**src/rtl/timer_countdown_pkg.sv**
```systemverilog
// Shared constants for the cooking-time countdown: FSM encodings, BCD digit limits
// and the keypad digit bound.
package timer_countdown_pkg;

  localparam logic [2:0] ST_IDLE  = 3'd0;
  localparam logic [2:0] ST_SET   = 3'd1;
  localparam logic [2:0] ST_RUN   = 3'd2;
  localparam logic [2:0] ST_PAUSE = 3'd3;
  localparam logic [2:0] ST_DONE  = 3'd4;

  localparam logic [3:0] SEC_TENS_MAX = 4'd5;
  localparam logic [3:0] DIGIT_MAX    = 4'd9;
  localparam logic [3:0] KEY_MAX      = 4'd9;

  // A seconds digit shifted into the tens position cannot exceed 5.
  function automatic logic [3:0] clamp_tens(input logic [3:0] digit);
    return (digit > SEC_TENS_MAX) ? SEC_TENS_MAX : digit;
  endfunction

endpackage

```
**src/rtl/timer_countdown_bcd_digit_down.sv**
```systemverilog
// One BCD down-counting digit with parallel load, borrow chain and zero flag.
// Wraps 0 -> MAX when decremented with borrow-in asserted.
module timer_countdown_bcd_digit_down #(
  parameter logic [3:0] MAX = 4'd9
) (
  input  logic       clk,
  input  logic       resetn,
  input  logic       i_clear,
  input  logic       i_load,
  input  logic [3:0] i_load_val,
  input  logic       i_dec,
  input  logic       i_borrow_in,
  output logic [3:0] o_digit,
  output logic       o_zero,
  output logic       o_borrow_out
);

  logic [3:0] r_digit;

  always_ff @(posedge clk or negedge resetn) begin
    if (!resetn) begin
      r_digit <= 4'd0;
    end else if (i_clear) begin
      r_digit <= 4'd0;
    end else if (i_load) begin
      r_digit <= i_load_val;
    end else if (i_dec && i_borrow_in) begin
      r_digit <= (r_digit == 4'd0) ? MAX : r_digit - 1'b1;
    end
  end

  assign o_digit      = r_digit;
  assign o_zero       = (r_digit == 4'd0);
  assign o_borrow_out = i_borrow_in && o_zero;

endmodule

```
**src/rtl/timer_countdown.sv**
```systemverilog
// Cooking-time countdown: keypad BCD entry of M:SS, one-second countdown while the
// magnetron runs, timer_done level / done_pulse and the 3-digit display.
module timer_countdown
  import timer_countdown_pkg::*;
#(
  parameter int CLK_DIV = 100,
  parameter int DIV_W   = 7
) (
  input  logic       clk,
  input  logic       resetn,
  input  logic       clearn,
  input  logic       key_valid,
  input  logic [3:0] key_data,
  input  logic       mag_on,
  output logic [3:0] min_ones,
  output logic [3:0] sec_tens,
  output logic [3:0] sec_ones,
  output logic       timer_done,
  output logic       done_pulse
);

  // state    | meaning
  // ST_IDLE  | time 0:00, never started
  // ST_SET   | time entered, stopped
  // ST_RUN   | counting down while mag_on
  // ST_PAUSE | mag_on dropped mid-run, time frozen
  // ST_DONE  | reached 0:00 by counting

  logic [2:0]       r_state;
  logic [2:0]       w_state_nxt;
  logic [DIV_W-1:0] r_presc;
  logic             r_timer_done;
  logic             r_done_pulse;

  logic w_clear, w_counting, w_tick, w_dec, w_key_acc;
  logic w_ones_zero, w_tens_zero, w_min_zero;
  logic w_ones_borrow, w_tens_borrow, w_all_zero;
  logic w_key_zero, w_last_sec;

  assign w_clear    = !clearn;
  assign w_counting = (r_state == ST_RUN) && mag_on;
  assign w_tick     = w_counting && (r_presc == DIV_W'(CLK_DIV - 1));
  assign w_dec      = w_tick && !w_all_zero;
  assign w_key_acc  = key_valid && (key_data <= KEY_MAX) && !mag_on && (r_state != ST_RUN);

  // After a shift the old tens becomes minutes and the old ones becomes tens.
  assign w_key_zero = w_tens_zero && w_ones_zero && (key_data == 4'd0);
  assign w_last_sec = w_min_zero && w_tens_zero && (sec_ones == 4'd1);

  timer_countdown_bcd_digit_down #(.MAX(DIGIT_MAX)) u_sec_ones (
    .clk          (clk),
    .resetn       (resetn),
    .i_clear      (w_clear),
    .i_load       (w_key_acc),
    .i_load_val   (key_data),
    .i_dec        (w_dec),
    .i_borrow_in  (1'b1),
    .o_digit      (sec_ones),
    .o_zero       (w_ones_zero),
    .o_borrow_out (w_ones_borrow)
  );

  timer_countdown_bcd_digit_down #(.MAX(SEC_TENS_MAX)) u_sec_tens (
    .clk          (clk),
    .resetn       (resetn),
    .i_clear      (w_clear),
    .i_load       (w_key_acc),
    .i_load_val   (clamp_tens(sec_ones)),
    .i_dec        (w_dec),
    .i_borrow_in  (w_ones_borrow),
    .o_digit      (sec_tens),
    .o_zero       (w_tens_zero),
    .o_borrow_out (w_tens_borrow)
  );

  // Borrow out of the minutes digit is only set when all three digits are zero.
  timer_countdown_bcd_digit_down #(.MAX(DIGIT_MAX)) u_min_ones (
    .clk          (clk),
    .resetn       (resetn),
    .i_clear      (w_clear),
    .i_load       (w_key_acc),
    .i_load_val   (sec_tens),
    .i_dec        (w_dec),
    .i_borrow_in  (w_tens_borrow),
    .o_digit      (min_ones),
    .o_zero       (w_min_zero),
    .o_borrow_out (w_all_zero)
  );

  always_ff @(posedge clk or negedge resetn) begin
    if (!resetn) begin
      r_presc <= '0;
    end else if (w_clear || w_key_acc || w_tick) begin
      r_presc <= '0;
    end else if (w_counting) begin
      r_presc <= r_presc + 1'b1;
    end
  end

  always_comb begin
    w_state_nxt = r_state;
    if (w_clear) begin
      w_state_nxt = ST_IDLE;
    end else if (w_key_acc) begin
      w_state_nxt = w_key_zero ? ST_IDLE : ST_SET;
    end else begin
      case (r_state)
        ST_SET, ST_PAUSE: begin
          if (mag_on) w_state_nxt = ST_RUN;
        end
        ST_RUN: begin
          if (!mag_on)                 w_state_nxt = ST_PAUSE;
          else if (w_dec && w_last_sec) w_state_nxt = ST_DONE;
        end
        ST_IDLE, ST_DONE: ;
        default: w_state_nxt = ST_IDLE;
      endcase
    end
  end

  always_ff @(posedge clk or negedge resetn) begin
    if (!resetn) begin
      r_state <= ST_IDLE;
    end else begin
      r_state <= w_state_nxt;
    end
  end

  // Done flags are computed from the next digit values so they move with the digits.
  always_ff @(posedge clk or negedge resetn) begin
    if (!resetn) begin
      r_timer_done <= 1'b1;
      r_done_pulse <= 1'b0;
    end else begin
      r_done_pulse <= !w_clear && w_dec && w_last_sec;
      if (w_clear) begin
        r_timer_done <= 1'b1;
      end else if (w_key_acc) begin
        r_timer_done <= w_key_zero;
      end else if (w_dec) begin
        r_timer_done <= w_last_sec;
      end
    end
  end

  assign timer_done = r_timer_done;
  assign done_pulse = r_done_pulse;

endmodule

```
**config.mk**
```make
export PLATFORM = sky130hd
export DESIGN_NAME = timer_countdown
export DESIGN_NICKNAME = d
export VERILOG_FILES = /design/src/rtl/timer_countdown_pkg.sv /design/src/rtl/timer_countdown_bcd_digit_down.sv /design/src/rtl/timer_countdown.sv
export SDC_FILE = /design/constraint.sdc
export NUM_CORES = 1
export LEC_CHECK = 0
export CAP_MARGIN = 10
export CORE_ASPECT_RATIO = 0.8
export CORE_MARGIN = 3
export CORE_UTILIZATION = 47
export CTS_CLUSTER_SIZE = 8
export DETAILED_ROUTE_END_ITERATION = 8
export DONT_BUFFER_PORTS = 1
export RECOVER_POWER = 25
export REMOVE_ABC_BUFFERS = 1
export SLEW_MARGIN = 30
export SYNTH_ARGS = -nofsm -noshare
export SYNTH_HDL_FRONTEND = slang
export SYNTH_SLANG_ARGS = --single-unit
```
**constraint.sdc**
```tcl
create_clock -name clk -period 3.04 [get_ports clk]
set_clock_uncertainty 0.1 [all_clocks]
set_input_delay 0.304 -clock clk [delete_from_list [all_inputs] [get_ports clk]]
set_output_delay 0.304 -clock clk [all_outputs]
set_load 0.03 [all_outputs]
```
==> results of run 1 <==
==> worst max-delay path: stages (launching register included) <==
cell	delay (ns)
dfrtp_1	0.53
inv_1	0.16
ha_1	0.19
nor3b_1	0.51
nand2_1	0.32
nor3_2	0.35
o32ai_1	0.12
o2bb2ai_1	0.13
==> power by group through the flow <==
stage,registers (µW),logic [µW],clock network [µW]
after global placement,384,117,0
final,378,128,220
after global routing,382,147,240
after detailed placement,385,119,0
after floorplan,378,95.9,0
after CTS,378,131,225
==> per-layer routing <==
metal | vias up | GRT usage | part of all wire
met1 | 597 | 0.286 | 0.47
li1 | 623 | - | -
met5 | - | 0 | 0
met2 | 28 | 0.307 | 0.46
met4 | 0 | 0.0255 | 0.0035
met3 | 2 | 0.0626 | 0.058
==> cell families after synthesis <==
group	count (synthesis)
xor gates and xnor gates	4
muxes	3
adders and majority gates	2
buffers and inverters	10
AOI/OAI and AO/OA	37
and+or+nand+nor	84
DFF	24
==> flip-flops by register name (all words and copies together) (netlist names) <==
signal	cells
timer_done	1
u_sec_ones.o_digit	4
done_pulse	1
r_presc	7
u_min_ones.o_digit	4
u_sec_tens.o_digit	4
r_state	3
==> worst max-delay path by stage <==
stage	slack [ns]	from	to
floorplan	0.87	u_sec_tens.o_digit[0]$_DFFE_PN0P_	u_min_ones.o_digit[0]$_DFFE_PN0P_
global placement	0.71	u_sec_tens.o_digit[0]$_DFFE_PN0P_	u_min_ones.o_digit[0]$_DFFE_PN0P_
detailed placement	0.53	u_sec_tens.o_digit[0]$_DFFE_PN0P_	r_state[1]$_DFFE_PN0P_
CTS	0.51	u_sec_tens.o_digit[0]$_DFFE_PN0P_	r_state[1]$_DFFE_PN0P_
global route	0.29	u_sec_tens.o_digit[0]$_DFFE_PN0P_	r_state[0]$_DFFE_PN0P_
finish	0.51	u_sec_tens.o_digit[0]$_DFFE_PN0P_	r_state[1]$_DFFE_PN0P_
==> cell usage in the layout, fill, tap and decap left out, types with 4 or more instances in the layout <==
cell	n
o21ai_0	6
a311oi_1	4
inv_1	5
nand3_1	5
nor3_1	6
a21oi_1	9
clkbuf_8	4
or4_1	4
nor2_1	22
nand2_1	17
dfrtp_1	23
==> area by class of cell <==
| type | instances | area [µm²] | share of cell area |
|---|---|---|---|
| Timing Repair Buffer | 3 | 21.3 | 0.0136 |
| Tap cell | 38 | 47.5 | 0.0304 |
| Sequential cell | 24 | 602 | 0.385 |
| Multi-Input combinational cell | 130 | 820 | 0.524 |
| Inverter | 5 | 18.8 | 0.0120 |
| Clock buffer | 4 | 55.1 | 0.0352 |
==> per-stage QoR <==
stage / total power, µW / utilization / instances / hold slack [ns]
2_1_floorplan: 473 / - / 159 / -0.0916
3_3_place_gp: 501 / 0.521 / 198 / -0.0910
3_5_place_dp: 504 / 0.521 / 198 / -0.0909
4_1_cts: 735 / 0.550 / 204 / 0.00558
5_1_grt: 769 / 0.545 / 204 / 0.00271
6_report: 726 / 0.545 / 204 / 0.0105
==> out/summary.txt, run 1 <==
Reg2Reg Setup Slack: 0.51 ns
n_diodes: 0
TritonCTS Sinks: 24
via count: 1,250
Nets: 178
crit path time final: 2.53 ns
Finish-stage setup viols: 0
setup TNS: 0 ns
cell area after synthesis: 0.00147 mm²
largest family of logic cells by synthesized area: simple AND/OR/NAND/NOR gates
initial antenna violation count: 0
Post-CTS Setup Repair Bufs: 0
Syn. warnings: 0
leading cell types by count after synthesis: 23 x dfrtp_1, 22 x nor2_1, 17 x nand2_1
initial core utilization: 0.513
Routed wire per std cell: 16.9 µm
power share of the combinational group: 0.176
static leakage: 0.000642 µW
CP Launch Type: flip-flop
max cap viols: 0
Peak VDD IR: 235 µV
post-CTS sizing: 0
Core ar.: 0.00287 mm²
fill cell count: 280
Synth area leader: dfrtp_1
Port Buffer Count: 0
Die Footprint: 0.00385 mm²
Rows: 17
FMAX: 396 MHz
final hold violation count: 0
adder-cell share of the synthesized area: 0.0170
vias in the first global route: 1,273
Hold Path End: r_state[0]$_DFFE_PN0P_
Flop pwr share: 0.521
post-synthesis mux area share: 0.0204
Worst R2R Start: u_sec_tens.o_digit[0]$_DFFE_PN0P_
# IOs: 23
FF-to-FF End: r_state[1]$_DFFE_PN0P_
dpl hpwl: 2530 µm
root buf cell: clkbuf_8
Internal: 499 µW
Detail Route Antenna Nets: 0
Synth Area in Compound Gates: 0.172
switching share of total power: 0.313
Final Cell Area: 0.00156 mm²
placed cell area: 0.00150 mm²
clk buf depth: 2
slew at the pin with the worst max-slew slack: 1.35 ns
first-pass GRT wire length: 6090 µm
Simple-Gate Fraction of Synth Area: 0.324
DR pass1 iterations: 4
Crit. End Element: flip-flop
hold depth: 1
Place WS: 0.530 ns
GRT overflow: 0
Post-Route WL: 3450 µm
CTS H-tree lvls: 1
later-pin clock latency in the skew report: 0.27 ns
Hold Crit Class: input pin to flip-flop
CTS Buf Count: 3
status: finished clean
post-synth top area share: 0.391
clock share of power: 0.303
pin count of the biggest net entering global routing: 25
ys async rst share: 1.00
Setup Crit Path Kind: flip-flop to flip-flop
DRT iter0 DRCs: 70
Max Slew Vio Count: 0
Residual DRC: 0
RSZ-0062 raised after global routing: false
Via density: 6.13
r2r worst-path depth: 7
P&R area growth vs syn: 6.20%
count leader, synth: dfrtp_1
clk slew on worst S/H paths: 0.08 ns
CTS tree: yes
Critical Path AT: 2.59 ns
P_sw: 227 µW
GRT Overall Usage: 0.202
PD cells: 464 mW/mm²
Yosys reg bits: 24
GP Congestion: 0.816
Netlist cell types: 49
die height: 56.1 µm
final setup margin: 0.512 ns
Gate Count Post-Synth: 164
Worst Path Max Fanout: 5
top post-synthesis cells by area: dfrtp_1 39%, nor2_1 5.6%, nand2_1 4.3%
number of synthesized flops with an enable pin: 0
Hold Buf Count CTS: 2
layout cells sized above 1: 0.0723
Syn Area/Cell: 8.98 µm²
die span in x: 68.6 µm
Synth Flop Type: dfrtp_1
post-synthesis sequential area ratio: 0.409
Final period util: 0.832
Slew Limit Headroom: 0.102
required time of the critical path: 3.10 ns
fraction of synthesized cell area in xor and xnor cells: 0.0238
Hold Crit Start: clearn
No activity file was read; power rests on OpenSTA's default activity.
==> run 2, diff against run 1 <==
==> constraint.sdc (replaced) <==
create_clock -name clk -period 2.2 [get_ports clk]
set_clock_uncertainty 0.1 [all_clocks]
set_input_delay 0.22 -clock clk [delete_from_list [all_inputs] [get_ports clk]]
set_output_delay 0.22 -clock clk [all_outputs]
set_load 0.03 [all_outputs]
==> run 2 against run 1 <==
  * Sequential power increased by 29%
  * Sequential cell count unchanged
  * Utilization increased by 6.9 points
  * Clock power increased by 77%
  * Global-route usage increased by 0.70 points
  * Wire length increased by 6.7%
  * First-iteration DRC count increased by 31%
  * Largest power group unchanged
==> out/summary.txt, run 2 (synthesis gave the netlist of run 1 again) <==
Worst Path Max Fanout: 5
Largest Register: r_presc
Peak VDD IR: 532 µV
max cap viols: 0
Placed Cells: 218
clk buf depth: 2
first-pass GRT wire length: 6130 µm
Reg2Reg Setup Slack: 0.14 ns
Setup Crit Path Kind: flip-flop to flip-flop
Crit. End Element: flip-flop
dpl hpwl: 2710 µm
Routed wire per std cell: 16.4 µm
DRT iter0 DRCs: 92
Detail Route Antenna Nets: 0
root buf cell: clkbuf_8
pin count of the biggest net entering global routing: 25
Port Buffer Count: 0
die height: 56.1 µm
Hold Crit Class: input pin to flip-flop
static leakage: 0.000750 µW
hold slack final: 0.00526 ns
final hold violation count: 0
n_diodes: 0
most frequent cells in the layout: 23 x dfrtp_1, 22 x nor2_1, 21 x buf_4, 17 x nand2_1, 9 x a21oi_1
Die Footprint: 0.00385 mm²
vias in the first global route: 1,297
status: finished clean
commonest non-fill, non-tap cell in the layout: dfrtp_1
DR pass1 iterations: 4
Core ar.: 0.00287 mm²
required time of the critical path: 2.30 ns
CTS Buf Count: 3
via count: 1,344
FMAX: 486 MHz
# IOs: 23
GRT Overall Usage: 0.209
Post-CTS Setup Repair Bufs: 0
TritonCTS Sinks: 24
Critical Path AT: 2.16 ns
max incr delay on CP: 0.41 ns
P&R area growth vs syn: 19.7%
crit path buf inv count: 2
GRT overflow: 0
max FFs per register: 7
RSZ-0062 raised after global routing: false
crit path time final: 2.06 ns
later-pin clock latency in the skew report: 0.27 ns
Final period util: 0.936
Finish-stage setup viols: 0
Slew Limit Headroom: 0.126
PD cells: 640 mW/mm²
CP top delay family: simple AND/OR/NAND/NOR gates
crit path cell chain: inv_1 > ha_1 > nor3b_1 > buf_4 > nand2_1 > nand3_4 > or4_1 > a21oi_1
Post-Route WL: 3680 µm
initial core utilization: 0.513
Rows: 17
CP Launch Type: flip-flop
slew at the pin with the worst max-slew slack: 1.31 ns
Nets: 199
clk slew on worst S/H paths: 0.09 ns
layout cells sized above 1: 0.182
Max Slew Vio Count: 0
setup TNS: 0 ns
Crit-path slowest cell: or4_1
die span in x: 68.6 µm
Via density: 5.97
CTS H-tree lvls: 1
Residual DRC: 0
GP Congestion: 0.827
initial antenna violation count: 0
Non-Filler Instances: 225
CTS tree: yes
[run 2: routing by layer]
metal  global-route usage  vias up  part of all wire
met3               0.0626        5             0.073
met4               0.0368        0            0.0095
li1                     -      661                 -
met2                0.301       42              0.44
met5                    0        -                 0
met1                0.310      636              0.47
[run 2: through the flow]
stage / total power [µW] / worst slack, ns / cell area (µm²) / util
global route: 1190 / 0.0209 / 1760 / 0.614
finish: 1130 / 0.141 / 1760 / 0.614
floorplan: 654 / 0.0258 / 1440 / -
detailed placement: 726 / 0.132 / 1650 / 0.573
CTS: 1140 / 0.118 / 1760 / 0.612
global placement: 724 / 0.202 / 1650 / 0.573
[run 2: where the power goes]
group	leakage [µW]	internal [µW]	switching (µW)
combinational	0.000388	95.9	155
clock	0.0000357	243	147
sequential	0.000327	463	24.9
total	0.000750	802	327
[run 2: path summary, 6_finish.rpt]
check,endpoint,cells past startpoint,from
worst max-delay path,u_sec_tens.o_digit[3]$_DFFE_PN0P_,8,u_sec_tens.o_digit[0]$_DFFE_PN0P_
worst min-delay path,u_sec_ones.o_digit[0]$_DFFE_PN0P_,2,key_data[0]
worst max register to register,u_sec_tens.o_digit[3]$_DFFE_PN0P_,8,u_sec_tens.o_digit[0]$_DFFE_PN0P_
worst min register to register,r_presc[1]$_DFFE_PN0P_,2,r_presc[1]$_DFFE_PN0P_
max in group asynchronous,r_state[0]$_DFFE_PN0P_,2,resetn
min in group asynchronous,r_presc[6]$_DFFE_PN0P_,2,resetn
[run 2: layout make-up]
cell class / count / area [µm²]
fillers: 244 / 1110
multi-input cells: 130 / 842
flip-flops and latches: 24 / 602
repair buffers: 24 / 181
well taps: 38 / 47.5
clock buffers: 3 / 41.3
clock inverters: 1 / 30.0
inverters: 5 / 18.8
[run 2: timing repair]
action,in CTS,in global routing
hold buffers,3,0
endpoints found under the setup margin,0,4
gates resized for setup,0,4
hold endpoints to repair,27,0
==> run 3, diff against run 2 <==
--- a/config.mk
+++ b/config.mk
@@ -5,6 +5,7 @@
 export SDC_FILE = /design/constraint.sdc
 export NUM_CORES = 1
 export LEC_CHECK = 0
+export ABC_AREA = 1
 export CAP_MARGIN = 10
 export CORE_ASPECT_RATIO = 0.8
 export CORE_MARGIN = 3
@@ -14,7 +15,7 @@
 export DONT_BUFFER_PORTS = 1
 export RECOVER_POWER = 25
 export REMOVE_ABC_BUFFERS = 1
-export SLEW_MARGIN = 30
+export SLEW_MARGIN = 20
 export SYNTH_ARGS = -nofsm -noshare
 export SYNTH_HDL_FRONTEND = slang
 export SYNTH_SLANG_ARGS = --single-unit
==> run 3 against run 2 <==
  * Critical path type unchanged
  * Highest routed layer unchanged
  * Wire length is 11% higher
  * Largest power group unchanged
  * Via count rose by 16%
  * Register-to-register slack gained 0.24 ns
  * Synthesized cell count grew 55%
  * Maximum frequency is 13% higher
  * Global-route usage is 0.48 points lower
  * Total power rose by 31%
==> out/summary.txt, run 3 <==
Critical Path AT: 1.88 ns
ys async rst share: 1.00
post-synthesis mux area share: 0
static leakage: 0.000979 µW
Via density: 5.18
Max Slew Vio Count: 0
PD cells: 808 mW/mm²
Rows: 18
Synth Area in Compound Gates: 0.0557
max cap viols: 0
post-CTS sizing: 0
root buf cell: clkbuf_8
setup TNS: 0 ns
fraction of synthesized cell area in xor and xnor cells: 0.0260
count leader, synth: nand2_1
dpl hpwl: 3090 µm
Setup Crit Path Kind: flip-flop to flip-flop
crit path time final: 1.82 ns
pin count of the biggest net entering global routing: 25
Worst Path Max Fanout: 4
n_diodes: 0
Post-Route WL: 4070 µm
clk slew on worst S/H paths: 0.09 ns
hold slack final: 0.00165 ns
hold depth: 2
Residual DRC: 0
GRT Overall Usage: 0.205
RSZ-0062 raised after global routing: false
Final period util: 0.826
Synth area leader: dfrtp_1
CTS Buf Count: 3
most frequent cells in the layout: 94 x nand2_1, 28 x inv_1, 26 x nand3_1, 25 x nor2_1, 23 x dfrtp_1
Nets: 274
Simple-Gate Fraction of Synth Area: 0.457
slew at the pin with the worst max-slew slack: 1.36 ns
fill cell count: 317
layout cells sized above 1: 0.107
Core ar.: 0.00327 mm²
Crit. End Element: flip-flop
Netlist cell types: 26
Die Footprint: 0.00434 mm²
initial antenna violation count: 0
Post-CTS Setup Repair Bufs: 0
clk buf depth: 2
Peak VDD IR: 448 µV
initial core utilization: 0.516
largest family of logic cells by synthesized area: simple AND/OR/NAND/NOR gates
Detail Route Antenna Nets: 0
CP Launch Type: flip-flop
Gate Count Post-Synth: 255
Syn Area/Cell: 6.60 µm²
r2r worst-path depth: 9
post-synth top area share: 0.342
final hold violation count: 0
top post-synthesis cells by area: dfrtp_1 34%, nand2_1 21%, nand3_1 7.7%
Reg area: 602 µm²
CTS H-tree lvls: 1
max FFs per register: 7
DR pass1 iterations: 4
first-pass GRT wire length: 6880 µm
leading cell types by count after synthesis: 94 x nand2_1, 28 x inv_1, 26 x nand3_1
vias in the first global route: 1,399
# IOs: 23
die height: 59.5 µm
Finish-stage setup viols: 0
Port Buffer Count: 0
GRT overflow: 0
Yosys reg bits: 24
Hold Crit Class: input pin to flip-flop
Slew Limit Headroom: 0.0955
post-synthesis sequential area ratio: 0.357
commonest non-fill, non-tap cell in the layout: nand2_1
later-pin clock latency in the skew report: 0.27 ns
GP Congestion: 0.839
adder-cell share of the synthesized area: 0.0149
Largest Register: r_presc
area of the multi-input gates: 932 µm²
P&R area growth vs syn: 8.40%
number of synthesized flops with an enable pin: 0
Routed wire per std cell: 13.5 µm
cell area after synthesis: 0.00168 mm²
Syn. warnings: 0
DRT iter0 DRCs: 163
via count: 1,564
die span in x: 72.9 µm
Synth Flop Type: dfrtp_1
required time of the critical path: 2.26 ns
CTS tree: yes
TritonCTS Sinks: 24
FMAX: 550 MHz
Hold Buf Count CTS: 3
status: finished clean
## run 3: changes by cell type in the layout (fill, tap and decap cells not counted), sizes merged, moves of 6 or more
cell   delta
nor3      -6
nand3    +24
nand2    +80
nor2     +10
inv      +25
buf      -17
## run 3: where the power goes
group	switching, µW	internal [µW]
logic	312	160
clock network	145	243
registers	127	490
total	583	893
## run 3: path summary, 6_finish.rpt
check	start	end	slack, ns
worst max-delay path	u_sec_tens.o_digit[0]$_DFFE_PN0P_	r_state[1]$_DFFE_PN0P_	0.38
worst min-delay path	clearn	r_state[0]$_DFFE_PN0P_	0.002
worst max register to register	u_sec_tens.o_digit[0]$_DFFE_PN0P_	r_state[1]$_DFFE_PN0P_	0.38
worst min register to register	r_presc[0]$_DFFE_PN0P_	r_presc[0]$_DFFE_PN0P_	0.44
max in group asynchronous	resetn	r_state[2]$_DFFE_PN0P_	0.50
min in group asynchronous	resetn	r_presc[5]$_DFFE_PN0P_	0.70
## run 3: layer usage
metal	share of wire	vias up	track usage
li1	-	822	-
met1	0.54	700	0.325
met2	0.39	40	0.280
met3	0.066	2	0.0492
met4	0.0044	0	0.0316
met5	0	-	0
## run 3: logic make-up (layout without fill, tap and decap cells)
family                     after synthesis  after routing
buffers and inverters                   35             42
adders and majority gates                2              2
DFF                                     24             24
and+or+nand+nor                        173            173
xor gates and xnor gates                 5              5
AOI/OAI and AO/OA                       16             16
## run 3: cell type report
| type | instances | area share |
|---|---|---|
| Clock buffer | 3 | 0.0226 |
| Clock inverter | 1 | 0.0164 |
| Inverter | 31 | 0.0637 |
| Multi-Input combinational cell | 196 | 0.511 |
| Sequential cell | 24 | 0.330 |
| Tap cell | 40 | 0.0274 |
| Timing Repair Buffer | 7 | 0.0295 |
## run 3: through the flow
step / utilization / total power (µW) / cells / setup WS [ns] / cell area, µm²
after detailed placement: 0.530 / 1080 / 295 / 0.414 / 1730
after floorplan: - / 966 / 251 / 0.471 / 1650
final: 0.559 / 1480 / 302 / 0.382 / 1830
after global routing: 0.559 / 1590 / 302 / 0.223 / 1830
after CTS: 0.564 / 1490 / 302 / 0.392 / 1840
after global placement: 0.530 / 1080 / 295 / 0.385 / 1730
## run 3: critical path, stage by stage (launching register included)
cell and delay (ns):
dfrtp_1 0.39, inv_1 0.13, ha_1 0.22, nand3_1 0.19, nor2_2 0.19, nand2_1 0.12
nand3_1 0.20, nand2_1 0.08, nand2_1 0.05, nand2_1 0.04
